## config.mk

```make
export PLATFORM = sky130hd
export DESIGN_NAME = ifetch_unit
export DESIGN_NICKNAME = d
export VERILOG_FILES = /design/src/rtl/ifetch_unit.sv
export SDC_FILE = /design/constraint.sdc
export NUM_CORES = 1
export LEC_CHECK = 0
export ABC_AREA = 0
export BUFFER_PORTS_ARGS = -buffer_cell sky130_fd_sc_hd__buf_2
export CORE_ASPECT_RATIO = 0.75
export CORE_MARGIN = 5
export CORE_UTILIZATION = 39
export DETAILED_ROUTE_END_ITERATION = 10
export PLACE_DENSITY = 0.69
export SLEW_MARGIN = 20
export SYNTH_ARGS = -nofsm -noshare
export SYNTH_HDL_FRONTEND = slang
export SYNTH_SLANG_ARGS = --single-unit
```

## constraint.sdc

```tcl
create_clock -name CLK -period 6.3 [get_ports CLK]
set_input_delay 1.89 -clock CLK [delete_from_list [all_inputs] [get_ports CLK]]
set_output_delay 1.89 -clock CLK [all_outputs]
set_load 0.1 [all_outputs]
```

## src/rtl/ifetch_unit.sv

```systemverilog
// Fetch stage: owns the PC, issues instruction-memory reads and drives the
// write side of the IF/ID latch (instruction, PC+4, latch enable, flush).
module ifetch_unit #(
  parameter logic [31:0] PC_INIT  = 32'h0000_0000,
  parameter int          PC_WIDTH = 32
) (
  input  logic                CLK,
  input  logic                nRST,
  input  logic                ihit,
  input  logic [31:0]         imemload,
  output logic                iREN,
  output logic [PC_WIDTH-1:0] imemaddr,
  input  logic                stall,
  input  logic                redirect_valid,
  input  logic [PC_WIDTH-1:0] redirect_target,
  input  logic                halt,
  output logic [31:0]         instr_out,
  output logic [PC_WIDTH-1:0] pcp4_out,
  output logic                fetch_valid,
  output logic                flush_out
);

  typedef enum logic [1:0] {
    FETCH,
    REDIR_WAIT,
    HALTED
  } state_t;

  localparam logic [PC_WIDTH-1:0] ALIGN_MASK = ~PC_WIDTH'(3);
  // The PC is kept word aligned, so the reset value is aligned as well.
  localparam logic [PC_WIDTH-1:0] PC_RESET   = PC_WIDTH'(PC_INIT) & ALIGN_MASK;

  state_t              state, state_n;
  logic [PC_WIDTH-1:0] pc, pc_n;
  logic [PC_WIDTH-1:0] pend_pc, pend_pc_n;
  logic [PC_WIDTH-1:0] target_aligned;

  assign target_aligned = redirect_target & ALIGN_MASK;
  assign imemaddr       = pc;
  assign instr_out      = imemload;
  assign pcp4_out       = pc + PC_WIDTH'(4);
  assign flush_out      = redirect_valid && (state != HALTED);

  // State, PC and pending-redirect registers with synchronous reset.
  always_ff @(posedge CLK) begin
    // NOTE: sequential state uses non-blocking assignments so every register
    // samples the values from before this edge, independent of block order.
    if (!nRST) begin
      state   <= FETCH;
      pc      <= PC_RESET;
      pend_pc <= '0;
    end else begin
      state   <= state_n;
      pc      <= pc_n;
      pend_pc <= pend_pc_n;
    end
  end

  // Next-state, next-PC and handshake outputs; halt beats redirect beats hit.
  always_comb begin
    // NOTE: every output of this block gets a default first, so no path can
    // leave a value unassigned and infer a latch.
    state_n     = state;
    pc_n        = pc;
    pend_pc_n   = pend_pc;
    iREN        = 1'b1;
    fetch_valid = 1'b0;

    unique case (state)
      FETCH: begin
        if (halt) begin
          state_n = HALTED;
        end else if (redirect_valid) begin
          if (ihit) begin
            // Returned word belongs to the wrong path; drop it and jump now.
            pc_n = target_aligned;
          end else begin
            // A read at the old pc is still in flight; wait for it to land.
            pend_pc_n = target_aligned;
            state_n   = REDIR_WAIT;
          end
        end else if (ihit && !stall) begin
          fetch_valid = 1'b1;
          pc_n        = pc + PC_WIDTH'(4);
        end
      end

      REDIR_WAIT: begin
        if (redirect_valid) begin
          pend_pc_n = target_aligned;
        end
        if (halt) begin
          state_n = HALTED;
        end else if (ihit) begin
          pc_n    = redirect_valid ? target_aligned : pend_pc;
          state_n = FETCH;
        end
      end

      HALTED: begin
        iREN = 1'b0;
      end

      default: begin
        state_n = FETCH;
      end
    endcase
  end

endmodule

```

### After elaboration in Yosys (flattened, before gate mapping)

Cells that the tools add are included.

* input port bits: 70
* bits in registers: 66
* logic and storage cells: 49
* output and inout bits: 99

* muxes and demuxes: 23
* reductions and logical operators: 8
* bitwise operators: 1
* eq/ne operators: 13
* $add $sub $neg: 1

Operators by type and width (number)
* two-way mux 32 bit: 10
* case mux 32 bit (2 select lines): 2
* adder 32 x 3 -> 32 bit (second input constant): 1
* != test 3 bit (second input constant): 5
* != test 2 bit (second input constant): 6
* two-way mux 2 bit: 5
* AND reduction 4 bit: 2
* case mux 2 bit (3 select lines): 1
* AND reduction 6 bit: 1
* two-way mux 1 bit: 5
* == test 2 x 1 -> 1 bit (second input constant): 1
* == test 2 bit (second input constant): 1
* logical AND 1 bit: 2
* logical NOT 2 bit: 1
* nonzero test 2 bit: 1
* logical NOT 1 bit: 1
* inverter 1 bit: 1

### Logic depth before layout (Yosys ltp)

Gate-level depths: netlist of the first run.

* depth after elaboration: 6
* gate-level depth with buffers: 7
* depth with buffers taken out: 6

### Worst setup path after synthesis of the first run

Ideal clock, no wire load.

* path kind: reg2out
* start: register pc[2] (netlist: imemaddr[2])
* end: output pcp4_out[30]
* stages on the path, launching flop included: 8
* data arrival time: 3890 ps
* required time: 4410 ps
* buffers on the path: 1
* setup slack: 520 ps
* cells stage by stage: dfxtp_1 > ha_1 > and3_1 > clkbuf_1 > nand2_2 > nor4_1 > nand4_1 > xnor2_1

* cells in the longest elaborated chain, start to end: 1

Ends and longest elaborated chain
* from (decl): line 34 `logic [PC_WIDTH-1:0] pc, pc_n;`
* from (signal assigned): line 54 `pc <= pc_n;`
* adder 32 x 3 -> 32 bit: line 41 `assign pcp4_out = pc + PC_WIDTH'(4);`
* to (decl): line 18 `output logic [PC_WIDTH-1:0] pcp4_out,`

Every way passes these cells.

### Final worst setup path of the first run

* start: input redirect_valid
* end: output fetch_valid

* cells in the longest elaborated chain, start to end: 3

Ends and longest elaborated chain
* from (decl): line 14 `input logic redirect_valid,`
* two-way mux 1 bit: line 73 `end else if (redirect_valid) begin`
* two-way mux 1 bit: line 71 `if (halt) begin`
* two-way mux 1 bit: line 69 `unique case (state)`
* to (decl): line 19 `output logic fetch_valid,`

Every way passes these cells.

==> impl_results.md, run 1 <==
- Most frequent cells in the layout: sky130_fd_sc_hd__buf_2, sky130_fd_sc_hd__dfxtp_1, sky130_fd_sc_hd__nor2_1, sky130_fd_sc_hd__nand2_1, sky130_fd_sc_hd__mux2i_1
- TritonCTS clock tree: yes
- Number of instances in the synthesized netlist: 534
- Hold/Removal Path Class: reg -> reg
- Max-cap viol count: 0
- Number of pins exceeding their max-slew limit in the final report: 0
- Total of warnings raised by yosys: 0
- Arithmetic-cell share of the synthesized area counting full adders, half adders and majority gates: 0.292%
- Port-buffer cells: 102
- Maximum number of buffers from clock root to sink: 2
- Post-synthesis sequential area ratio: 30.9%
- Area of the multi-input gates: 2450 sq um
- Result of the run: complete, no violations
- Crit path time final: 5200 ps
- Number of placement rows: 33
- Proportion of synthesized flip-flops having asynchronous set or reset: 0%
- Die boundary height: 101 microns
- Worst-case clock skew: 6.08 ps
- Global-route usage over all layers: 20.0%
- FF+latch count, synth: 66
- TritonCTS Sinks: 66
- Area of the core region: 10,800 sq um
- Root Buffer: sky130_fd_sc_hd__clkbuf_16
- Crit. End Element: primary output
- Area fraction in and, or, nand and nor cells after synthesis: 24.5%
- Cell count after placement: 706
- Area of the mapped netlist: 4280 sq um
- H-tree depth reported by CTS: 3
- R2R Setup Slk: 3840 ps
- Critical path launch point: redirect_valid
- Fraction of final layout cells with drive strength greater than 1: 23.7%
- Count of antenna-violating nets left after detailed routing: 0
- Router iterations before antenna repair: 5
- Initial Utilization: 39.6%
- Beginning of the worst hold path: pend_pc[1]
- Mean instance size in the synthesized netlist: 8.02 sq um
- Commonest non-fill, non-tap cell in the layout: sky130_fd_sc_hd__buf_2
- Static Leakage: 2.24 nW
- Part of the total power dissipated in combinational logic: 21.7%
- Primary flip-flop cell chosen by synthesis mapping: sky130_fd_sc_hd__dfxtp_1
- Main combinational cell family by area after synthesis: simple AND/OR/NAND/NOR gates
- Wire length of the first global-routing pass: 21.1 mm
- Count of hold buffers inserted by post-cts repair: 0
- Syn Nets: 605
- Number of global-route vias before repair: 4,192
- Layout overhead on the synthesized area: 13.2%
- GR Overflow Total: 0
- Die area: 13,200 sq um
- Post-CTS setup repair buffer count: 0
- Dpl cell area: 4550 sq um
- Clock group share of total power: 41.2%
- Highest ir drop seen on vdd: 125 uV
- Required time worst endpoint: 4410 ps
- Sequential share of power: 37.1%
- GP Congestion: 0.858
- Design Area, Final: 4850 sq um
- Endpoints failing setup: 0
- Total of cells resized after clock tree synthesis: 0
- Die width: 131 microns
- Worst setup SP type: input port
- Total Nets Final: 648
- Clock edge transition at the registers on the reported setup and hold paths: 50 ps
- EDFF count, synth: 0
- Number of buffers created by CTS: 9
- HPWL Detailed: 9.06 mm
- Number of fillers in the final layout: 1,062
- Post-route DRC violation count: 0
- Final period utilization: 82.6%
- Top-area cell type share of the netlist area: 30.9%
- Via count: 4,244
- Library cell with the largest summed area after synthesis: sky130_fd_sc_hd__dfxtp_1
- Maximum number of pins on one net before global-route repair: 49
- Complex-gate fraction of the synthesized area: 18.2%
- Clock Latency Late Sink: 330 ps
- Non-Filler Instances: 722
- Power per cell area: 255 nW/um^2
- Routed wirelength normalized by instance count: 18.3 microns
- Highest clock frequency the design can meet: 192 MHz
- Relative slew slack: 34.9%
- CP Data Arrival Time: 3310 ps
- Aggregate negative setup slack: 0 ps
- Final Hold Vio Count: 0
- Number of violations reported at the end of detailed-routing iteration 0: 452
- Type of the worst setup path: in -> out
- Mux contribution to synthesized area: 7.71%
- Area taken by flip-flops and latches: 1320 sq um
- Final antenna diode count: 0
- Number of top-level pins: 169
- Switching power: 414 uW
- Cell internal pwr: 822 uW
- Worst slew pin tran: 971 ps
- Setup repair after global routing missed its margin: no
- Xor and xnor area share after synthesis: 5.73%
- Antenna violations before repair: 0
- Number of distinct library cell variants in the gate-level netlist after synthesis: 62
- Switching share of power: 33.5%
- Worst-path fanout max: 29
- Critical register-to-register path startpoint: imemaddr[11]
- Mean number of vias per cell: 5.88
- Main area contributors after synthesis: sky130_fd_sc_hd__dfxtp_1, sky130_fd_sc_hd__mux2i_1, sky130_fd_sc_hd__buf_4
- Final routed wirelength across all metal layers: 13.2 mm
[per-stage QoR]
step | utilization [%] | total power, mW | setup WS (ps) | hold WS [ps]
CTS | 44.8 | 1.24 | 1130 | 485
global route | 44.8 | 1.28 | 986 | 493
global placement | 42.1 | 0.728 | 1130 | 466
finish | 44.8 | 1.24 | 1100 | 490
floorplan | - | 0.773 | 520 | 452
detailed placement | 42.1 | 0.733 | 1130 | 474
[flip-flops by register name (all words and copies together), names as in the netlist]
signal and count:
imemaddr 32, state 2, pend_pc 32
[path summary, 6_finish.rpt]
path	endpoint	depth (start not counted)
worst max register to register	imemaddr[26]	5
worst max-delay path	fetch_valid	7
worst min register to register	pend_pc[1]	1
worst min-delay path	pend_pc[1]	1
[worst max-delay path: stages]
cell                      delay [ps]
sky130_fd_sc_hd__buf_2           100
sky130_fd_sc_hd__inv_1            40
sky130_fd_sc_hd__buf_4           260
sky130_fd_sc_hd__nand2_1          80
sky130_fd_sc_hd__buf_4           260
sky130_fd_sc_hd__nor2_1          210
sky130_fd_sc_hd__buf_2           460
[area by class of cell]
type | count | share of cell area, %
flip-flops and latches | 66 | 27.2
inverters | 8 | 0.619
clock inverters | 2 | 0.722
repair buffers | 111 | 11.9
well taps | 140 | 3.61
multi-input cells | 381 | 50.4
clock buffers | 14 | 5.44
[logic make-up after synthesis]
kind of cell / Yosys count
flops: 66
buf+inv: 87
mux: 33
compound gates: 120
xor+xnor: 28
simple gates: 199
fa+ha+maj: 1
[synth_stat cells, drive strengths merged, types with 4 or more instances]
master	count
o211ai	5
dfxtp	66
o21ai	32
nor4	11
nor3	10
nand3	19
a22oi	4
nor2	55
a221o	4
mux2i	33
o22ai	5
nand2	45
a32o	4
a21oi	27
xnor2	15
xor2	13
and2	6
a31oi	8
or4	4
a211oi	7
nand4	14
clkbuf	32
and3	18
buf	47
and4	4
inv	7
[power by group through the flow]
stage | registers (mW) | clock network, mW | logic, mW
2_1_floorplan | 0.515 | 0 | 0.258
3_3_place_gp | 0.465 | 0 | 0.263
3_5_place_dp | 0.466 | 0 | 0.267
4_1_cts | 0.457 | 0.511 | 0.268
5_1_grt | 0.461 | 0.534 | 0.282
6_report | 0.458 | 0.510 | 0.268
[layer usage]
metal  share of wire (%)  vias to the layer above  GRT usage, %
li1                    -                     1974             -
met1                  43                     2011          26.9
met2                  45                      225          30.5
met3                 9.8                       34          5.46
met4                 2.2                        0          7.43
met5                   0                        -             0
No activity file was read; power rests on OpenSTA's default activity.
==> run 2, diff against run 1 <==
Clock period 6.3 ns to 5 ns, I/O delays scaled along.
==> run 2 against run 1 <==
Compared with the run above:
- critical path depth is the same
- register-to-register slack lost 1400 ps
- worst hold slack lost 1.1 ps
- critical endpoint is now pcp4_out[30]
- clock skew shrank 1.5 ps
==> impl_results.md, run 2 (same netlist as run 1, synthesis figures left out) <==
- H-tree depth reported by CTS: 3
- Setup repair after global routing missed its margin: no
- Total Nets Final: 652
- Number of pins exceeding their max-slew limit in the final report: 0
- Crit. End Element: primary output
- Non-Filler Instances: 726
- Dpl cell area: 4680 sq um
- Mean number of vias per cell: 5.89
- Count of antenna-violating nets left after detailed routing: 0
- Root Buffer: sky130_fd_sc_hd__clkbuf_16
- TritonCTS clock tree: yes
- Detailed-routed wire length on met3: 1.37 mm
- Final routed wirelength across all metal layers: 13.7 mm
- Antenna violations before repair: 0
- Switching power: 541 uW
- Final antenna diode count: 0
- GP Congestion: 0.874
- Crit path time final: 4670 ps
- Count of hold buffers inserted by post-cts repair: 0
- GR Overflow Total: 0
- Endpoints failing setup: 0
- Clock Latency Late Sink: 340 ps
- Highest ir drop seen on vdd: 145 uV
- Maximum number of pins on one net before global-route repair: 47
- Port-buffer cells: 102
- Fraction of final layout cells with drive strength greater than 1: 26.8%
- Result of the run: complete, no violations
- Required time worst endpoint: 3500 ps
- Final Hold Vio Count: 0
- Largest stage delay, worst path: 630 ps
- Type of the worst setup path: reg -> out
- Critical path launch point: imemaddr[2]
- Highest clock frequency the design can meet: 214 MHz
- Via count: 4,277
- CP max stage cell: sky130_fd_sc_hd__nor4_1
- Beginning of the worst hold path: pend_pc[0]
- Share of the core filled with cells: 46.5%
- Detailed-routed wire length on met2: 6.08 mm
- HPWL Detailed: 9.41 mm
- Number of cells traversed by the worst register-to-register path: 6
- End of the worst register-to-register path: imemaddr[28]
- Critical register-to-register path startpoint: imemaddr[2]
- Aggregate negative setup slack: 0 ps
- Die boundary height: 101 microns
- Routed wirelength normalized by instance count: 18.9 microns
- R2R Setup Slk: 2450 ps
- Number of buffers created by CTS: 9
- Static Leakage: 2.33 nW
- Cell internal pwr: 1.14 mW
- Worst Hold End: pend_pc[0]
- Wire length of the first global-routing pass: 21.8 mm
- Switching share of power: 32.2%
- Router iterations before antenna repair: 5
- Design Area, Final: 5030 sq um
- Number of stages on the worst hold path: 1
- Number of violations reported at the end of detailed-routing iteration 0: 426
- Total of cells resized after clock tree synthesis: 0
- Number of placement rows: 33
- CP Data Arrival Time: 3170 ps
- Global-route usage over all layers: 21.0%
- Routed length on met1: 5.97 mm
- Clock edge transition at the registers on the reported setup and hold paths: 60 ps
- Clock group share of total power: 45.0%
- Cell count after placement: 710
- Post-CTS setup repair buffer count: 0
- Max-cap viol count: 0
- Worst-path fanout max: 10
- Die area: 13,200 sq um
- Worst-case clock skew: 4.60 ps
- Worst setup SP type: flip-flop
- Top layer used by detailed routing: met4
- Sequential share of power: 34.4%
- Power per cell area: 334 nW/um^2
- Number of fillers in the final layout: 1,094
- Relative slew slack: 41.0%
- Area of the core region: 10,800 sq um
- Critical path, cell by cell: ha_1, and3_1, nand2_2, nor4_1, nand4_1, xnor2_2, buf_2
- Part of the total power dissipated in combinational logic: 20.5%
- Layout overhead on the synthesized area: 17.5%
- Hold/Removal Path Class: reg -> reg
- Maximum number of buffers from clock root to sink: 2
- Initial Utilization: 39.6%
- Worst slew pin tran: 877 ps
- Final period utilization: 93.4%
- Post-route DRC violation count: 0
- Commonest non-fill, non-tap cell in the layout: sky130_fd_sc_hd__buf_2
- TritonCTS Sinks: 66
- Most frequent cells in the layout: sky130_fd_sc_hd__buf_2, sky130_fd_sc_hd__dfxtp_1, sky130_fd_sc_hd__nor2_1, sky130_fd_sc_hd__nand2_1, sky130_fd_sc_hd__mux2i_1
- Number of global-route vias before repair: 4,184
- Die width: 131 microns
- Number of top-level pins: 169
run 2: cell count changes in the layout (fill, tap and decap cells not counted), moves of 2 or more:
cell / delta
sky130_fd_sc_hd__clkbuf_1: -3
sky130_fd_sc_hd__bufinv_16: +2
sky130_fd_sc_hd__xor2_1: -6
sky130_fd_sc_hd__xor2_2: +6
sky130_fd_sc_hd__xnor2_2: +5
sky130_fd_sc_hd__buf_4: +4
sky130_fd_sc_hd__xnor2_1: -5
run 2: through the flow:
step	total power [mW]	hold WS [ps]	setup slack, ps
after floorplan	0.978	452	23.9
after global placement	0.926	467	711
after detailed placement	0.932	475	693
after CTS	1.68	487	373
after global routing	1.73	508	122
final	1.68	488	332
run 2: metal layers:
metal | vias up | track usage, %
met5 | - | 0
met4 | 0 | 6.80
met3 | 32 | 8.16
met2 | 219 | 31.0
met1 | 2046 | 28.1
li1 | 1980 | -
run 2: final cells by class:
type                            count  area, sq um  share of cell area, %
Multi-Input combinational cell    381         2530                   50.3
Sequential cell                    66         1320                   26.2
Timing Repair Buffer              115          623                   12.4
Clock buffer                       11          253                   5.02
Tap cell                          140          175                   3.48
Clock inverter                      5          100                   1.99
Inverter                            8         30.0                  0.597
run 2: worst max-delay path: cells and delay by family (launching register included):
kind,cells,cell delay (ps)
and+or+nand+nor,4,1520
buffers and inverters,1,440
DFF,1,410
adders and majority gates,1,290
xor gates and xnor gates,1,170
run 2: how the worst max path moves through the flow:
| stage | to | slack (ps) | cells past startpoint |
|---|---|---|---|
| after floorplan | pcp4_out[27] | 20 | 5 |
| after global placement | fetch_valid | 710 | 5 |
| after detailed placement | fetch_valid | 690 | 5 |
| after CTS | pcp4_out[30] | 370 | 7 |
| after global routing | pcp4_out[30] | 120 | 7 |
| final | pcp4_out[30] | 330 | 7 |
run 2: power groups by stage:
stage	Combinational [mW]	Clock (mW)	Sequential [mW]
after floorplan	0.327	0	0.650
after global placement	0.340	0	0.587
after detailed placement	0.343	0	0.589
after CTS	0.344	0.762	0.578
after global routing	0.362	0.786	0.582
final	0.345	0.757	0.579
